<file path="src/rtl/aes_pkg.sv">
// rtl/aes_pkg.sv - shared AES constants, key-size round counts and round-controller state encoding
package aes_pkg;

    localparam int AES_BLOCK_LEN = 128;

    localparam int NR_128 = 10;
    localparam int NR_192 = 12;
    localparam int NR_256 = 14;

    localparam int ROUND_IDX_W = 4;

    typedef enum logic [1:0] {
        ST_IDLE     = 2'd0,
        ST_ISSUE    = 2'd1,
        ST_WAIT_RES = 2'd2,
        ST_OUTPUT   = 2'd3
    } ctrl_state_t;

    function automatic logic nr_is_legal(input int nr);
        return (nr == NR_128) || (nr == NR_192) || (nr == NR_256);
    endfunction

endpackage

</file>
<file path="src/rtl/aes_round_ctrl.sv">
// rtl/aes_round_ctrl.sv - round sequencer: holds the AES state and steps it through rounds 0..NR
module aes_round_ctrl
    import aes_pkg::*;
#(
    parameter int DATA_LEN = AES_BLOCK_LEN,
    parameter int NR       = NR_128
) (
    input  logic                   clk,
    input  logic                   reset,
    input  logic                   in_valid,
    output logic                   in_ready,
    input  logic [DATA_LEN-1:0]    in_data,
    input  logic                   key_ready,
    input  logic                   abort,
    output logic [DATA_LEN-1:0]    dp_state,
    output logic                   dp_data_valid,
    output logic                   dp_key_valid,
    output logic [ROUND_IDX_W-1:0] round_key_idx,
    output logic                   round_fn_bypass,
    output logic                   mix_bypass,
    input  logic [DATA_LEN-1:0]    dp_result,
    input  logic                   dp_result_valid,
    output logic                   out_valid,
    input  logic                   out_ready,
    output logic [DATA_LEN-1:0]    out_data,
    output logic                   busy,
    output logic                   proto_err
);

    localparam logic                   NR_OK  = nr_is_legal(NR);
    localparam logic [ROUND_IDX_W-1:0] NR_IDX = ROUND_IDX_W'(NR);

    if (!NR_OK || (DATA_LEN != AES_BLOCK_LEN)) begin : g_bad_cfg
        $error("aes_round_ctrl: unsupported NR or DATA_LEN");
    end

    ctrl_state_t            st, st_nx;
    logic [ROUND_IDX_W-1:0] round_q, round_nx;
    logic [DATA_LEN-1:0]    state_q, state_nx;
    logic                   proto_err_q;
    logic                   stray_result;
    logic                   in_round;

    // A result arriving outside WAIT_RES has no owner; it is flagged and dropped.
    assign stray_result = dp_result_valid && (st != ST_WAIT_RES);

    always_ff @(posedge clk or negedge reset) begin
        if (!reset) begin
            st          <= ST_IDLE;
            round_q     <= '0;
            state_q     <= '0;
            proto_err_q <= 1'b0;
        end else begin
            st          <= st_nx;
            round_q     <= round_nx;
            state_q     <= state_nx;
            proto_err_q <= proto_err_q | stray_result | ~NR_OK;
        end
    end

    always_comb begin
        st_nx    = st;
        round_nx = round_q;
        state_nx = state_q;
        if (abort) begin
            st_nx    = ST_IDLE;
            round_nx = '0;
        end else begin
            case (st)
                ST_IDLE: begin
                    if (in_valid) begin
                        state_nx = in_data;
                        round_nx = '0;
                        st_nx    = ST_ISSUE;
                    end
                end
                ST_ISSUE: begin
                    if (key_ready) begin
                        st_nx = ST_WAIT_RES;
                    end
                end
                ST_WAIT_RES: begin
                    if (dp_result_valid) begin
                        state_nx = dp_result;
                        if (round_q >= NR_IDX) begin
                            st_nx = ST_OUTPUT;
                        end else begin
                            round_nx = round_q + 4'd1;
                            st_nx    = ST_ISSUE;
                        end
                    end
                end
                ST_OUTPUT: begin
                    if (out_ready) begin
                        st_nx = ST_IDLE;
                    end
                end
                default: st_nx = ST_IDLE;
            endcase
        end
    end

    // Round selectors are held for the whole issue/wait pair so the datapath sees them stable.
    assign in_round        = (st == ST_ISSUE) || (st == ST_WAIT_RES);
    assign round_key_idx   = in_round ? round_q : '0;
    assign round_fn_bypass = in_round && (round_q == '0);
    assign mix_bypass      = in_round && (round_q == NR_IDX);

    assign dp_data_valid = (st == ST_ISSUE) && key_ready && !abort;
    assign dp_key_valid  = dp_data_valid;
    assign dp_state      = state_q;

    assign in_ready  = (st == ST_IDLE);
    assign busy      = (st != ST_IDLE);
    assign out_valid = (st == ST_OUTPUT);
    assign out_data  = out_valid ? state_q : '0;
    assign proto_err = proto_err_q;

endmodule

</file>
<file path="config.mk">
export PLATFORM = sky130hd
export DESIGN_NAME = aes_round_ctrl
export DESIGN_NICKNAME = d
export VERILOG_FILES = /design/src/rtl/aes_pkg.sv /design/src/rtl/aes_round_ctrl.sv
export SDC_FILE = /design/constraint.sdc
export NUM_CORES = 1
export LEC_CHECK = 0
export ABC_AREA = 1
export BUFFER_PORTS_ARGS = -buffer_cell sky130_fd_sc_hd__clkbuf_2
export CELL_PAD_IN_SITES_DETAIL_PLACEMENT = 0
export CELL_PAD_IN_SITES_GLOBAL_PLACEMENT = 2
export CORE_MARGIN = 2
export CORE_UTILIZATION = 20
export CTS_CLUSTER_SIZE = 20
export DETAILED_ROUTE_END_ITERATION = 10
export PLACE_DENSITY = 0.87
export SLEW_MARGIN = 40
export SYNTH_ARGS = -nofsm -noshare
export SYNTH_HDL_FRONTEND = slang
export SYNTH_SLANG_ARGS = --single-unit
</file>
<file path="constraint.sdc">
create_clock -name clk -period 2.2 [get_ports clk]
set_input_delay 0.44 -clock clk [delete_from_list [all_inputs] [get_ports clk]]
set_output_delay 0.44 -clock clk [all_outputs]
set_load 0.005 [all_outputs]
</file>
==> flow_summary.ini, run 1 <==
[yosys]
synthTopCellsByCount = 793 x nand2_1, 147 x inv_1, 135 x dfrtp_1
seq_area_frac_synth_pct = 41.1
ys_top_cells_by_area = dfrtp_1 41%, nand2_1 36%, o21ai_0 7.7%
yosysWarningCount = 0
avgSynthCellArea_um2 = 6.17
yosysMostFrequentCell = nand2_1
synthesis.area_mm2 = 0.00822
synth_top_area_share_pct = 41.1
synth_fp_nets = 1603
netlist_instances = 1332
synth-main-ff-cell = dfrtp_1
synth_top_cell_by_area = dfrtp_1
ys_async_sr_fraction_pct = 100
synth-seq-cells = 135
synth.distinct_cells = 23
synth_edf_count = 0

[cts]
cts_buffers = 17
cts-root-buf = clkbuf_16
cts.htree.levels = 4
clock-sinks = 135
clk_latency_ns = 0.43
cts_tree = done
max-clock-path-buffers = 2
cts.clk_slew.worst_paths_ns = 0.06

[cells_and_area]
final_area_mm2 = 0.0121
fin_util_pct = 29.6
area_growth_pct = 46.6
nets = 2087
diodes = 0
drive_gt1_share_pct = 32.5
num-fill-cells = 4601
final_cells = 2360

[global_routing]
grt_antenna_before_repair = 0
grt_max_degree = 102
grt_util_all_layers_pct = 15.5
grt_pass1_vias = 8736
grt.overflow.total = 0
grt_first_pass_wirelength_um = 50600

[floorplan]
die-area_mm2 = 0.0427
die-height_um = 207
core.rowCount = 74
start_util_pct = 20.2
die_width_um = 207
core_area_mm2 = 0.0407
io_pins = 531

[route]
wire_per_inst_um = 14.7
drc = 0
vias_per_cell = 4.07
num_vias = 9599
firstDrtPassIters = 5
drtIter0Drc = 396
ant_nets = 0
routed_wl_um = 34700

[setup_path]
crit_path_max_incr_delay_ns = 0.43
critPathMaxFanout = 63
cp.arrival_ns = 1.69
reg2reg_from = st[0]
startpoint_type = register
crit_required_ns = 1.76
crit_slowest_cell = dfrtp_2
crit_family = flip-flops
path_class = register to output port
startpoint = st[0]
crit_path_end_kind = output port
worst-path-buf-inv = 3
cp_cell_sequence = ha_4 > buf_12 > nand2_1 > inv_1 > clkbuf_2

[sta]
rsz0062_at_grt = yes
final-max-slew-violation-count = 0
max_slew_margin_pct = 55.0
clock_skew_ns = 0.00711
fin_ws_ns = 0.0674
hold_viol = 0
setup_violations = 0
max_slew.worst_pin.slew_ns = 0.675
period_share_pct = 96.9
fmax_mhz = 469
fin_crit_ns = 2.13

[place]
gp_congestion = 0.804
port_buffers = 530
dp_hpwl_um = 26500
placed_cells = 2327
post_dp_cell_area_mm2 = 0.0115
pre_cts_slack_ns = 0.146

[power_and_ir_drop]
p_leak_nw = 8.00
ir_drop_uv = 672
power.density_mw_per_mm2 = 1070

[min_path]
min-delay-start = in_data[21]
hold_path.class = primary input to register

[outcome]
outcome = finished, final reports clean

[flow_run]
drv_cap = 0
## sequential cells by signal, summed over array words and instances, names as in the netlist
register   cells
round_q        4
dp_state     128
proto_err      1
st             2
## path summary, 6_finish.rpt
path / to / slack [ns] / cells past startpoint
min in group asynchronous: dp_state[65] / 0.52 / 2
min reg2reg: proto_err / 0.49 / 1
max in group asynchronous: dp_state[55] / 1.04 / 3
max reg2reg: dp_state[124] / 0.26 / 7
min: dp_state[21] / 0.30 / 5
max: out_data[16] / 0.07 / 5
## power by group
part	internal (mW)	total [mW]	switching [mW]
clock network	1.57	2.67	1.10
registers	3.64	4.81	1.17
logic	2.11	5.42	3.31
total	7.32	12.9	5.58
## cell type report
cell class | instances | area (µm²) | share of cell area (%)
clock buffer | 23 | 458 | 3.80
clock inverter | 8 | 76.3 | 0.633
inverter | 149 | 562 | 4.66
multi-input combinational | 961 | 3950 | 32.8
sequential | 135 | 3380 | 28.0
tap | 532 | 666 | 5.52
timing repair buffer | 552 | 2960 | 24.6
## cell usage in the layout (no fill, tap or decap)
cell type,n
ha_4,3
clkinv_4,1
nand3_1,12
ha_1,5
o21ai_0,127
dlygate4sd3_1,1
clkinvlp_4,3
bufinv_16,1
xnor2_1,1
buf_12,9
buf_6,1
inv_1,144
nand3_4,1
clkinv_2,3
o21bai_1,1
clkinv_1,1
clkbuf_8,1
clkbuf_16,17
dfrtp_2,2
o21ai_1,2
nor3_2,1
nand4_1,3
clkbuf_2,527
inv_4,1
a21oi_1,1
or2_2,1
nor2_4,1
buf_16,1
nand2_2,4
buf_4,13
inv_2,3
nand2_1,790
dfrtp_1,133
clkbuf_1,5
nor2_1,7
nor3_1,1
## timing repair
item                                    CTS  global route
buffers inserted                          0             1
hold buffers                              1             0
pin swaps                                 0             0
endpoints found under the setup margin   15            21
gates resized for setup                   3            10
cloned                                    0             0
endpoints found under the hold margin    36             0
## cells by family (layout without fill, tap and decap cells)
logic type / Yosys count / after routing / share of synthesized area [%]
AOI/OAI and AO/OA: 131 / 131 / 8.00
and+or+nand+nor: 821 / 821 / 38.0
buffers and inverters: 236 / 732 / 11.6
adders and majority gates: 8 / 8 / 1.22
DFF: 135 / 135 / 41.1
xor gates and xnor gates: 1 / 1 / 0.107
## metal layers
metal | track usage (%) | part of all wire, % | vias to the layer above
li1 | - | - | 4919
met1 | 19.5 | 43 | 4356
met2 | 27.4 | 51 | 303
met3 | 2.67 | 5.2 | 21
met4 | 4.18 | 1.1 | 0
met5 | 0 | 0 | -
## worst register-to-register path: cells and delay by family, from the launching register on
kind / cells / cell delay [ns]
buffers and inverters: 2 / 0.64
flip-flops: 1 / 0.45
adder cells (fa/ha/maj): 1 / 0.20
AND/OR/NAND/NOR: 3 / 0.34
AO/OA/AOI/OAI: 1 / 0.25
## per-stage QoR
stage | setup TNS, ns | total power [mW] | hold WS [ns]
floorplan | 0 | 7.35 | 0.144
detailed placement | 0 | 10.4 | 0.411
global placement | 0 | 10.3 | 0.414
CTS | 0 | 13.2 | 0.258
global route | -0.121 | 14.1 | 0.278
finish | 0 | 12.9 | 0.296
Power figures use the tool's default switching activity.
==> run 2: changes to the inputs <==
--- a/config.mk
+++ b/config.mk
@@ -10,10 +10,10 @@
 export CELL_PAD_IN_SITES_DETAIL_PLACEMENT = 0
 export CELL_PAD_IN_SITES_GLOBAL_PLACEMENT = 2
 export CORE_MARGIN = 2
-export CORE_UTILIZATION = 20
+export CORE_UTILIZATION = 18
 export CTS_CLUSTER_SIZE = 20
 export DETAILED_ROUTE_END_ITERATION = 10
-export PLACE_DENSITY = 0.87
+export PLACE_DENSITY = 0.83
 export SLEW_MARGIN = 40
 export SYNTH_ARGS = -nofsm -noshare
 export SYNTH_HDL_FRONTEND = slang
==> constraint.sdc (replaced) <==
create_clock -name clk -period 1.85 [get_ports clk]
set_input_delay 0.37 -clock clk [delete_from_list [all_inputs] [get_ports clk]]
set_output_delay 0.37 -clock clk [all_outputs]
set_load 0.005 [all_outputs]
==> run 2 against run 1 <==
Net effect:
- critical path type unchanged
- the flow now finishes with violations (negative setup slack)
- sequential cell count is the same
- sequential power rose by 26%
- non-clock buffer count is 96 higher
- combinational power rose by 120%
- worst hold slack worse by 0.069 ns
- global-route usage increased by 2.5 points
- clock power up 36%
- clock skew hardly changed
- first-iteration DRC count increased by 31%
- final cell count is 7.0% higher
- clock-buffer cell count is 6 lower
==> flow_summary.ini, run 2 (same netlist as run 1, synthesis figures left out) <==
[power_and_ir_drop]
p_sw_mw = 9.62
power.density_mw_per_mm2 = 1400
seq_power_share_pct = 27.8
internal_power_mw = 12.1
p_leak_nw = 9.80
ir_drop_uv = 520
switching_share_pct = 44.3
combPwrFrac_pct = 55.5
p_clk_share_pct = 16.7

[setup_path]
crit_path_end_kind = output port
path_class = register to output port
startpoint_type = register
cp.arrival_ns = 1.79
crit_required_ns = 1.48
critPathMaxFanout = 7

[route]
routed_wl_um = 47000
num_vias = 10500
drtIter0Drc = 519
drc = 0
ant_nets = 0
firstDrtPassIters = 5
vias_per_cell = 4.14
wire_per_inst_um = 18.6

[cells_and_area]
nets = 2183
final_area_mm2 = 0.0155
num-fill-cells = 4864
fin_util_pct = 34.2
layout_common_cells = 558 x nand2_1, 516 x clkbuf_2, 136 x nand2_2
diodes = 0
final_cells = 2525
drive_gt1_share_pct = 51.6
area_growth_pct = 88.1
largest_register_ff_count = 128
final_common_cell = nand2_1

[floorplan]
start_util_pct = 18.2
core.rowCount = 78
core_area_mm2 = 0.0452
io_pins = 531
die-area_mm2 = 0.0474
die-height_um = 218
die_width_um = 218

[place]
dp_hpwl_um = 27400
post_dp_cell_area_mm2 = 0.0116
placed_cells = 2401
gp_congestion = 0.834
port_buffers = 530

[sta]
max_slew_margin_pct = 62.2
fmax_mhz = 463
fin_crit_ns = 2.16
rsz0062_at_grt = yes
hold_viol = 0
period_share_pct = 117
setup_violations = 267
clock_skew_ns = 0.00688
fin_ws_ns = -0.309
max_slew.worst_pin.slew_ns = 0.568
final-max-slew-violation-count = 0

[global_routing]
grt_pass1_vias = 10000
grt_first_pass_wirelength_um = 63300
grt_max_degree = 74
grt_antenna_before_repair = 1
grt_util_all_layers_pct = 18.0
grt.overflow.total = 0

[cts]
cts_tree = done
clk_latency_ns = 0.44
max-clock-path-buffers = 2
cts-root-buf = clkbuf_16
clock-sinks = 135
cts.htree.levels = 4
cts.clk_slew.worst_paths_ns = 0.06
cts_buffers = 17

[outcome]
violations = negative setup slack
outcome = finished, violations left

[flow_run]
drv_cap = 0

[min_path]
hold_path.class = primary input to register
[run 2: timing repair]
item / in CTS / in global routing
buffers inserted: 38 / 13
hold endpoints to repair: 38 / 0
endpoints found under the setup margin: 218 / 274
pin swaps: 41 / 13
hold buffers: 1 / 0
gates cloned: 34 / 19
resized for setup: 224 / 373
[run 2: path summary, 6_finish.rpt]
kind	to	slack, ns	start	cells after the start
max in group asynchronous	dp_state[79]	0.80	reset	3
worst min-delay path	dp_state[35]	0.23	in_data[35]	5
worst max-delay path	out_data[62]	-0.31	st[0]	8
worst min register to register	proto_err	0.49	proto_err	1
worst max register to register	dp_state[84]	-0.19	st[0]	14
min in group asynchronous	dp_state[30]	0.49	reset	2
[run 2: power by group through the flow]
| stage | combinational [mW] | sequential (mW) | clock [mW] |
|---|---|---|---|
| detailed placement | 6.52 | 5.87 | 0 |
| global route | 13.1 | 6.22 | 3.86 |
| floorplan | 3.40 | 5.33 | 0 |
| CTS | 10.1 | 5.95 | 3.74 |
| finish | 12.0 | 6.05 | 3.63 |
| global placement | 6.40 | 5.86 | 0 |
[run 2: per-stage QoR]
step	power, mW	hold WS (ns)	TNS [ns]	setup slack (ns)
finish	21.7	0.228	-42.85	-0.309
global route	23.2	0.219	-73.17	-0.393
CTS	19.7	0.195	-71.41	-0.336
detailed placement	12.4	0.386	-1.32	-0.0497
global placement	12.3	0.381	-0.0249	-0.0179
floorplan	8.74	0.0744	0	0.171
[run 2: critical path, cell delays in order, from the launching register on]
cell and delay [ns]:
dfrtp_1 0.40, buf_6 0.13, ha_4 0.17, buf_12 0.15, buf_12 0.14, buf_16 0.15
nand2_4 0.06, inv_2 0.03, clkbuf_2 0.10
[run 2: final cells by class]
type | instances | area, µm² | area share [%]
Clock buffer | 17 | 425 | 2.75
Clock inverter | 15 | 190 | 1.23
Inverter | 149 | 568 | 3.67
Multi-Input combinational cell | 961 | 5160 | 33.4
Sequential cell | 135 | 3380 | 21.8
Tap cell | 600 | 751 | 4.85
Timing Repair Buffer | 648 | 4990 | 32.3
[run 2: metal layers]
metal | GRT usage, % | share of wire, % | vias up
li1 | - | - | 5137
met1 | 22.3 | 42 | 4997
met2 | 32.3 | 52 | 306
met3 | 3.24 | 4.3 | 26
met4 | 4.09 | 1.4 | 0
met5 | 0 | 0 | -
==> run 3: changes to the inputs <==
--- a/config.mk
+++ b/config.mk
@@ -13,8 +13,8 @@
 export CORE_UTILIZATION = 18
 export CTS_CLUSTER_SIZE = 20
 export DETAILED_ROUTE_END_ITERATION = 10
-export PLACE_DENSITY = 0.83
-export SLEW_MARGIN = 40
+export PLACE_DENSITY = 0.81
+export SETUP_SLACK_MARGIN = 0.4
 export SYNTH_ARGS = -nofsm -noshare
 export SYNTH_HDL_FRONTEND = slang
 export SYNTH_SLANG_ARGS = --single-unit
==> run 3 against run 2 <==
Net effect:
- the flow still finishes with violations (negative setup slack)
- first-iteration DRC count is 15% higher
- critical path type unchanged
- core utilization is 0.38 points higher
- cell area is 1.1% higher
- global-route usage is 1.8 points lower
==> flow_summary.ini, run 3 (same netlist as run 1, synthesis figures left out) <==
[outcome]
outcome = finished, violations left
violations = negative setup slack

[setup_path]
rrSetupSlack_ns = -0.17
r2r-end = dp_state[37]
startpoint_type = register
reg2reg_depth = 14
reg2reg_from = st[1]
crit_path_end_kind = output port
cp.arrival_ns = 1.72
cp_cell_sequence = buf_6 > ha_4 > buf_12 > clkbuf_16 > nand2_4 > inv_2 > buf_6
crit_path_max_incr_delay_ns = 0.39
worst-path-buf-inv = 5
path_class = register to output port
crit_required_ns = 1.48
critPathMaxFanout = 6
crit_family = buffers and inverters
path_common_cell = buf_6
crit_slowest_cell = dfrtp_1

[floorplan]
die-area_mm2 = 0.0474
die_width_um = 218
core.rowCount = 78
die-height_um = 218
io_pins = 531
start_util_pct = 18.2
core_area_mm2 = 0.0452

[route]
num_vias = 10400
wire_per_inst_um = 17.8
drc = 0
drtIter0Drc = 598
routed_wl_um = 44900
ant_nets = 0
vias_per_cell = 4.15
firstDrtPassIters = 5

[cells_and_area]
final_common_cell = nand2_1
multi_input_comb_area_mm2 = 0.00548
area_growth_pct = 90.2
num-fill-cells = 4839
largest_register_ff_count = 128
layout_common_cells = 508 x nand2_1, 505 x clkbuf_2, 145 x nand2_2
final_area_mm2 = 0.0156
drive_gt1_share_pct = 56.2
nets = 2175
area.sequential_mm2 = 0.00338

[place]
post_dp_cell_area_mm2 = 0.0117
port_buffers = 530
dp_hpwl_um = 26800
gp_congestion = 0.833

[power_and_ir_drop]
power.total_mw = 21.7
p_leak_nw = 10.1
power.density_mw_per_mm2 = 1390
ir_drop_uv = 870

[global_routing]
grt_max_degree = 80
grt_antenna_before_repair = 0
grt.overflow.total = 0
grt_util_all_layers_pct = 16.2
grt_first_pass_wirelength_um = 58100
grt_pass1_vias = 9660

[min_path]
hold_path.class = primary input to register
min-delay-start = dp_result_valid
whs_endpoint = proto_err
whs_path_depth = 3

[sta]
fin_crit_ns = 2.09
rsz0062_at_grt = yes
setup_violations = 266
fin_ws_ns = -0.238
period_share_pct = 113
max_slew.worst_pin.slew_ns = 0.429
hold_viol = 0
max_slew_margin_pct = 71.4
final-max-slew-violation-count = 0
fmax_mhz = 479
clock_skew_ns = 0.0111

[cts]
cts.clk_slew.worst_paths_ns = 0.07
cts-root-buf = clkbuf_16
clock-sinks = 135
cts_tree = done
max-clock-path-buffers = 2
cts.htree.levels = 4
clk_latency_ns = 0.44
cts_buffers = 17

[flow_run]
drv_cap = 0
run 3: changes by cell type in the layout (fill, tap and decap cells not counted), sizes merged:
cell / before / now
buf: 116 / 117
clkbuf: 548 / 539
clkinv: 3 / 7
clkinvlp: 5 / 1
diode: 0 / 1
run 3: timing repair:
action                     4_1_cts  5_1_grt
setup endpoints to repair      277      285
pin swaps                       57       52
hold endpoints to repair        14        0
gates cloned                    20       24
gates resized for setup        149      515
buffers inserted                16       25
hold buffers                     1        0
run 3: through the flow:
stage	setup WS, ns	instances	setup TNS (ns)	util, %	hold slack (ns)
finish	-0.238	2518	-38.91	34.6	0.192
global route	-0.304	2517	-61.20	34.6	0.192
CTS	-0.264	2468	-34.46	29.7	0.160
detailed placement	0.0824	2399	0	25.8	0.219
global placement	0.135	2399	0	25.8	0.218
floorplan	0.317	1332	0	-	0.0744
run 3: worst register-to-register path, stage by stage, from the launching register on:
cell and delay, ns:
dfrtp_2 0.45, buf_6 0.14, inv_8 0.07, buf_12 0.10
ha_4 0.16, inv_4 0.05, nand2_4 0.08, nand3_4 0.13
nor2_4 0.14, buf_12 0.17, buf_12 0.15, buf_6 0.11
buf_12 0.13, nand2_4 0.05, nand2_2 0.05
run 3: final cells by class:
class                      instances  share of cell area [%]
clock inverter                    15                    1.22
antenna                            1                  0.0160
sequential                       135                    21.6
multi-input combinational        961                    35.0
clock buffer                      17                    2.72
inverter                         149                    3.69
timing repair buffer             640                    30.9
tap                              600                    4.80
run 3: where the power goes:
| group | leakage [nW] | internal (mW) | switching (mW) |
|---|---|---|---|
| Clock | 0.299 | 2.15 | 1.49 |
| Sequential | 1.67 | 4.33 | 1.94 |
| Combinational | 8.13 | 5.41 | 6.34 |
| Total | 10.1 | 11.9 | 9.77 |
run 3: routing by layer:
| metal | global-route usage (%) | share of wire (%) |
|---|---|---|
| met5 | 0 | 0 |
| met4 | 3.97 | 1.3 |
| met3 | 2.98 | 4.4 |
| met2 | 28.4 | 52 |
| met1 | 20.5 | 42 |
run 3: how the worst max path moves through the flow:
stage          start             to  slack, ns  cells past startpoint
6_report       st[0]    out_data[1]      -0.24                      7
5_1_grt        st[0]  out_data[124]      -0.30                      7
4_1_cts        st[0]  out_data[103]      -0.26                      7
3_5_place_dp   st[1]   dp_state[37]       0.08                     10
3_3_place_gp   st[1]   dp_state[79]       0.13                     10
2_1_floorplan  st[0]  dp_state[100]       0.32                     10
